<file path="src/rtl/dmem_pkg.sv">
// Shared definitions for the data-memory controller.
//   SZ_BYTE / SZ_HALF / SZ_WORD : access-size encodings carried on size_i
//                                 (2'b11 is reserved and always errors)
//   state_t                     : controller FSM states
package dmem_pkg;

  localparam logic [1:0] SZ_BYTE = 2'b00;
  localparam logic [1:0] SZ_HALF = 2'b01;
  localparam logic [1:0] SZ_WORD = 2'b10;

  typedef enum logic [1:0] {
    ST_IDLE,
    ST_WAIT,
    ST_RESP
  } state_t;

endpackage

</file>
<file path="src/rtl/dmem_load_align.sv">
// Load lane extraction and sign/zero extension (purely combinational).
//   i_word     : full 32-bit memory word (little-endian lanes)
//   i_lane     : byte address bits [1:0]
//   i_size     : access size (SZ_BYTE / SZ_HALF / SZ_WORD)
//   i_unsigned : 1 = zero-extend, 0 = sign-extend (ignored for words)
//   o_data     : right-aligned, extended load result; 0 for reserved size
module dmem_load_align
  import dmem_pkg::*;
(
  input  logic [31:0] i_word,
  input  logic [1:0]  i_lane,
  input  logic [1:0]  i_size,
  input  logic        i_unsigned,
  output logic [31:0] o_data
);

  logic [7:0]  w_byte;
  logic [15:0] w_half;

  always_comb begin
    w_byte = '0;
    w_half = '0;
    o_data = '0;
    case (i_lane)
      2'd0:    w_byte = i_word[7:0];
      2'd1:    w_byte = i_word[15:8];
      2'd2:    w_byte = i_word[23:16];
      default: w_byte = i_word[31:24];
    endcase
    w_half = i_lane[1] ? i_word[31:16] : i_word[15:0];
    case (i_size)
      SZ_BYTE: o_data = {{24{~i_unsigned & w_byte[7]}}, w_byte};
      SZ_HALF: o_data = {{16{~i_unsigned & w_half[15]}}, w_half};
      SZ_WORD: o_data = i_word;
      default: o_data = '0;
    endcase
  end

endmodule

</file>
<file path="src/rtl/dmem_ctrl.sv">
// Fixed-latency data-memory controller with byte/half/word loads and stores.
//   clk, rst_n          : clock, synchronous active-low reset
//   req_i / ready_o     : request handshake; accepted when both high at an edge
//   we_i, size_i,
//   unsigned_i, addr_i,
//   wdata_i             : access descriptor, captured on accept
//   rvalid_o            : one-cycle completion pulse (RESP state)
//   rdata_o, err_o      : result registered on entry to RESP, held until the next
module dmem_ctrl
  import dmem_pkg::*;
#(
  parameter int ADDR_W      = 32,
  parameter int DEPTH_WORDS = 64,
  parameter int LATENCY     = 2
) (
  input  logic              clk,
  input  logic              rst_n,
  input  logic              req_i,
  input  logic              we_i,
  input  logic [1:0]        size_i,
  input  logic              unsigned_i,
  input  logic [ADDR_W-1:0] addr_i,
  input  logic [31:0]       wdata_i,
  output logic              ready_o,
  output logic              rvalid_o,
  output logic [31:0]       rdata_o,
  output logic              err_o
);

  localparam int IDX_W = $clog2(DEPTH_WORDS);
  localparam int CNT_W = (LATENCY > 1) ? $clog2(LATENCY) : 1;
  localparam logic [CNT_W-1:0] CNT_LOAD = CNT_W'(LATENCY - 1);

  state_t            r_state;
  state_t            w_next;
  logic [CNT_W-1:0]  r_cnt;
  logic [ADDR_W-1:0] r_addr;
  logic              r_we;
  logic [1:0]        r_size;
  logic              r_unsigned;
  logic [31:0]       r_wdata;
  logic [31:0]       r_mem [DEPTH_WORDS];
  logic [31:0]       r_rdata;
  logic              r_err;

  logic              w_accept;
  logic              w_last_wait;
  logic              w_oob;
  logic              w_err;
  logic              w_commit;
  logic [3:0]        w_be;
  logic [31:0]       w_wrep;
  logic [31:0]       w_word;
  logic [31:0]       w_load;
  logic [IDX_W-1:0]  w_idx;

  assign w_accept    = (r_state == ST_IDLE) && req_i;
  assign w_last_wait = (r_state == ST_WAIT) && (r_cnt == '0);
  assign w_idx       = r_addr[IDX_W+1:2];
  assign w_word      = r_mem[w_idx];
  assign w_commit    = w_last_wait && r_we && !w_err;
  assign rdata_o     = r_rdata;
  assign err_o       = r_err;

  // DEPTH_WORDS is a power of two, so any set bit above the index field
  // means the word index is out of range.
  generate
    if (ADDR_W > IDX_W + 2) begin : g_oob
      assign w_oob = |r_addr[ADDR_W-1:IDX_W+2];
    end else begin : g_no_oob
      assign w_oob = 1'b0;
    end
  endgenerate

  always_comb begin
    w_err = 1'b0;
    case (r_size)
      SZ_BYTE: w_err = w_oob;
      SZ_HALF: w_err = r_addr[0] | w_oob;
      SZ_WORD: w_err = (|r_addr[1:0]) | w_oob;
      default: w_err = 1'b1;
    endcase
  end

  always_comb begin
    w_be   = '0;
    w_wrep = r_wdata;
    case (r_size)
      SZ_BYTE: begin
        w_be   = 4'b0001 << r_addr[1:0];
        w_wrep = {4{r_wdata[7:0]}};
      end
      SZ_HALF: begin
        w_be   = r_addr[1] ? 4'b1100 : 4'b0011;
        w_wrep = {2{r_wdata[15:0]}};
      end
      SZ_WORD: w_be = '1;
      default: w_be = '0;
    endcase
  end

  always_ff @(posedge clk) begin
    if (!rst_n) r_state <= ST_IDLE;
    else        r_state <= w_next;
  end

  always_comb begin
    w_next   = r_state;
    ready_o  = 1'b0;
    rvalid_o = 1'b0;
    case (r_state)
      ST_IDLE: begin
        ready_o = 1'b1;
        if (req_i) w_next = ST_WAIT;
      end
      ST_WAIT: if (r_cnt == '0) w_next = ST_RESP;
      ST_RESP: begin
        rvalid_o = 1'b1;
        w_next   = ST_IDLE;
      end
      default: w_next = ST_IDLE;
    endcase
  end

  always_ff @(posedge clk) begin
    if (!rst_n) begin
      r_cnt      <= '0;
      r_addr     <= '0;
      r_we       <= 1'b0;
      r_size     <= '0;
      r_unsigned <= 1'b0;
      r_wdata    <= '0;
    end else if (w_accept) begin
      r_cnt      <= CNT_LOAD;
      r_addr     <= addr_i;
      r_we       <= we_i;
      r_size     <= size_i;
      r_unsigned <= unsigned_i;
      r_wdata    <= wdata_i;
    end else if ((r_state == ST_WAIT) && (r_cnt != '0)) begin
      r_cnt <= r_cnt - CNT_W'(1);
    end
  end

  // Result is latched on the last WAIT edge so it is visible during RESP.
  always_ff @(posedge clk) begin
    if (!rst_n) begin
      r_rdata <= '0;
      r_err   <= 1'b0;
    end else if (w_last_wait) begin
      r_rdata <= (w_err || r_we) ? '0 : w_load;
      r_err   <= w_err;
    end
  end

  always_ff @(posedge clk) begin
    if (!rst_n) begin
      for (int unsigned i = 0; i < DEPTH_WORDS; i++) r_mem[IDX_W'(i)] <= '0;
    end else if (w_commit) begin
      for (int unsigned b = 0; b < 4; b++) begin
        if (w_be[b]) r_mem[w_idx][8*b +: 8] <= w_wrep[8*b +: 8];
      end
    end
  end

  dmem_load_align u_align (
    .i_word     (w_word),
    .i_lane     (r_addr[1:0]),
    .i_size     (r_size),
    .i_unsigned (r_unsigned),
    .o_data     (w_load)
  );

endmodule

</file>
<file path="config.mk">
export PLATFORM = sky130hd
export DESIGN_NAME = dmem_ctrl
export DESIGN_NICKNAME = d
export VERILOG_FILES = /design/src/rtl/dmem_pkg.sv /design/src/rtl/dmem_load_align.sv /design/src/rtl/dmem_ctrl.sv
export SDC_FILE = /design/constraint.sdc
export NUM_CORES = 2
export LEC_CHECK = 0
export CELL_PAD_IN_SITES_DETAIL_PLACEMENT = 1
export CELL_PAD_IN_SITES_GLOBAL_PLACEMENT = 2
export CORE_MARGIN = 2
export CORE_UTILIZATION = 50
export CTS_BUF_LIST = sky130_fd_sc_hd__clkbuf_2 sky130_fd_sc_hd__clkbuf_4 sky130_fd_sc_hd__clkbuf_8
export CTS_CLUSTER_SIZE = 12
export DETAILED_ROUTE_END_ITERATION = 10
export PLACE_DENSITY_LB_ADDON = 0.1
export SYNTH_ARGS = -nofsm -noshare
export SYNTH_HDL_FRONTEND = slang
export SYNTH_HIERARCHICAL = 1
export SYNTH_SLANG_ARGS = --single-unit
</file>
<file path="constraint.sdc">
create_clock -name clk -period 5.63 [get_ports clk]
set_input_delay 1.4075 -clock clk [delete_from_list [all_inputs] [get_ports clk]]
set_output_delay 1.4075 -clock clk [all_outputs]
set_load 0.02 [all_outputs]
</file>
==> metrics.cfg <==
[routing]
routed_wl_um = 430000
first_pass_iters = 6
antenna_left = 0
vias_per_cell = 7.22
vias = 85400
drt_iter0_drc = 13400
route.detailed.drc = 0
routedWlPerCell_um = 36.3

[timing]
max_slew_margin_pct = -5.38
rsz0062_at_grt = no
finClkSkew_ns = 0.0899
finalCritPeriodShare_pct = 91.4
setup_viol = 0
worst_pin_slew_ns = 1.58
fmax_mhz = 194
hold_ws_ns = 0.450
setup_tns_ns = 0
fin_crit_ns = 5.14
maxSlewViolCount = 72
finalHoldViolCount = 0

[yosys]
synth_edf_count = 2048
synth-seq-cells = 2158
netlist_area_um2 = 108000
muxShareOfSynthArea_pct = 11.2
synth-xor-area-share_pct = 0
ys_types = 60
synth_fa_ha_area_share_pct = 0.0462
synth_ff_type = edfxtp_1
synth_simple_gate_area_share_pct = 20.6
synthArstFlopShare_pct = 0
syn_avg_cell_area_um2 = 12.1
synth_top_family_by_area = simple AND/OR/NAND/NOR gates
synthesis.nets = 9016
yosys_warnings = 6
synthCells = 8941
yosysSeqAreaShare_pct = 58.8
synth_compound_area_share_pct = 4.15

[final_layout]
seqCellArea_um2 = 63700
utilization_pct = 56.1
final_cell_mix = edfxtp_1, nand3_1, nor3_1
nNetsFinal = 8777
fillers = 21300
drive_above_1_share_pct = 22.9
syn2layout_area_growth_pct = 11.4
layout_commonest_cell = edfxtp_1
multi_input_area_um2 = 39600
design_area_um2 = 121000

[power_and_ir_drop]
p_switching_mw = 10.9
pwr-share-clk_pct = 38.6
p_sw_share_pct = 28.6
total_power_mw = 38.1
seqPwrFrac_pct = 48.1
power_frac_comb_pct = 13.2
p_per_area_nw_per_um2 = 316
leakage_nw = 35.0
worst_ir_drop_vdd_mv = 0.257
intPower_mw = 27.2

[clock_tree]
cts_tree = yes
clock_latency_ns = 1.15
cts.htree.levels = 5
path_clk_slew_ns = 0.06
ctsResizeCount = 0
ctsHoldBuffers = 0
post_cts_buffers = 0
root_buffer = clkbuf_8
clockBufferDepth = 4
clock_sinks = 2158
cts_buffers = 388

[floorplanning]
core_area_um2 = 215000
io_pins = 106
die_w_um = 469
die-area_um2 = 220000
die_h_um = 469
initial_core_util_pct = 50.4
rows = 170

[placement]
place_hpwl_um = 272000
port_buffers = 105
routabilityCongestion = 0.930
placed_cell_area_um2 = 113000

[critical_path]
r2r_setup_slack_ns = 0.49
crit_fanout = 42
path_class = reg -> reg
worstSetupStartpointType = register
arrival_ns = 6.18
worstPathRequired_ns = 6.66
worst_setup_path_end_kind = register

[run_status]
violations = max-slew violations
status = finished, violations left

[min_path]
hp-start = rdata_o[2]
min_path_type = reg -> reg

[global_routing]
grt.total_usage_pct = 38.4
first_global_vias = 84400
antenna_found_initial = 29
grt_max_degree = 234
grt_pass1_wl_um = 619000
grt-ovfl-total = 0

[flow_run]
maxCapViolations = 0

==> path summary, 6_finish.rpt <==
check | to | cells past startpoint
setup / recovery | rdata_o[5] | 12
hold / removal | rdata_o[2] | 2
setup reg to reg | rdata_o[5] | 12
hold reg to reg | rdata_o[2] | 2
==> kinds of logic (layout without fill, tap and decap cells) <==
family	count (synthesis)	count (layout)
and+or+nand+nor	4126	4126
DFF	2158	2158
buffers and inverters	1345	1394
AOI/OAI and AO/OA	744	744
muxes	564	564
adders and majority gates	4	4
other	0	7
==> power by group through the flow <==
stage	Combinational (mW)	Clock, mW	Sequential, mW
after floorplan	2.77	0	18.5
after global placement	4.81	0	18.6
final	5.04	14.7	18.3
after detailed placement	4.87	0	18.6
after global routing	5.15	15.4	18.4
after CTS	4.88	14.7	18.3
==> layer usage <==
metal | vias up | global-route usage [%] | wire, µm
li1 | 34600 | - | -
met1 | 44200 | 52.2 | 160000
met2 | 5579 | 57.2 | 192000
met3 | 1032 | 10.7 | 53700
met4 | 12 | 18.2 | 23400
met5 | - | 0 | 77
==> worst max-delay path: stages, from the launching register on <==
cell and delay, ns:
dfxtp_4 0.95, buf_4 0.52, buf_4 0.34, mux4_2 0.24, o22ai_1 0.16, nor4_1 1.14
buf_4 0.26, o21a_1 0.48, mux2i_1 0.18, o21ai_0 0.23, o2bb2ai_1 0.17, nand4b_1 0.12
a21oi_1 0.17
==> sequential cells by signal (all words and copies together) (netlist names), named ones only <==
name and count:
r_state 2, r_addr 32, err_o 1, r_size 2
r_unsigned 1, r_cnt 1, r_mem 2048, r_we 1
r_wdata 32, rdata_o 32
==> stage by stage <==
step,setup WS [ns],instances
after floorplan,1.94,8941
after global placement,0.507,11100
after detailed placement,0.431,11100
after CTS,0.385,11800
after global routing,0.587,11800
final,0.487,11800
==> synth_stat cells (10+ instances only) <==
master    instances  area (µm²)
edfxtp_1       2048       61500
nand3_1        1554        7780
nor3_1         1540        7710
clkbuf_1        997        3740
mux4_2          512       11500
nor4_1          350        2190
o21ai_0         287        1440
nand2_1         285        1070
buf_2           269        1350
nor4_2          190        2380
o22ai_1         160        1000
a21oi_1         114         571
dfxtp_1         110        2200
nor2_1           84         315
a22oi_1          63         473
buf_1            43         161
nand4b_1         33         289
mux2_2           31         349
o221ai_1         31         272
buf_6            25         282
a211o_1          24         210
mux2i_1          21         210
o21a_1           21         158
nor2b_1          16         100
nand2b_1         12        75.1
a22o_1           10        87.6
==> layout make-up <==
| class | instances | area share [%] |
|---|---|---|
| flip-flops and latches | 2158 | 52.8 |
| multi-input cells | 5438 | 32.9 |
| clock buffers | 539 | 5.47 |
| repair buffers | 708 | 5.24 |
| well taps | 2838 | 2.94 |
| clock inverters | 139 | 0.626 |
| inverters | 8 | 0.0259 |
| diodes | 7 | 0.0145 |
Note: power is estimated with default switching activity, not from simulation.
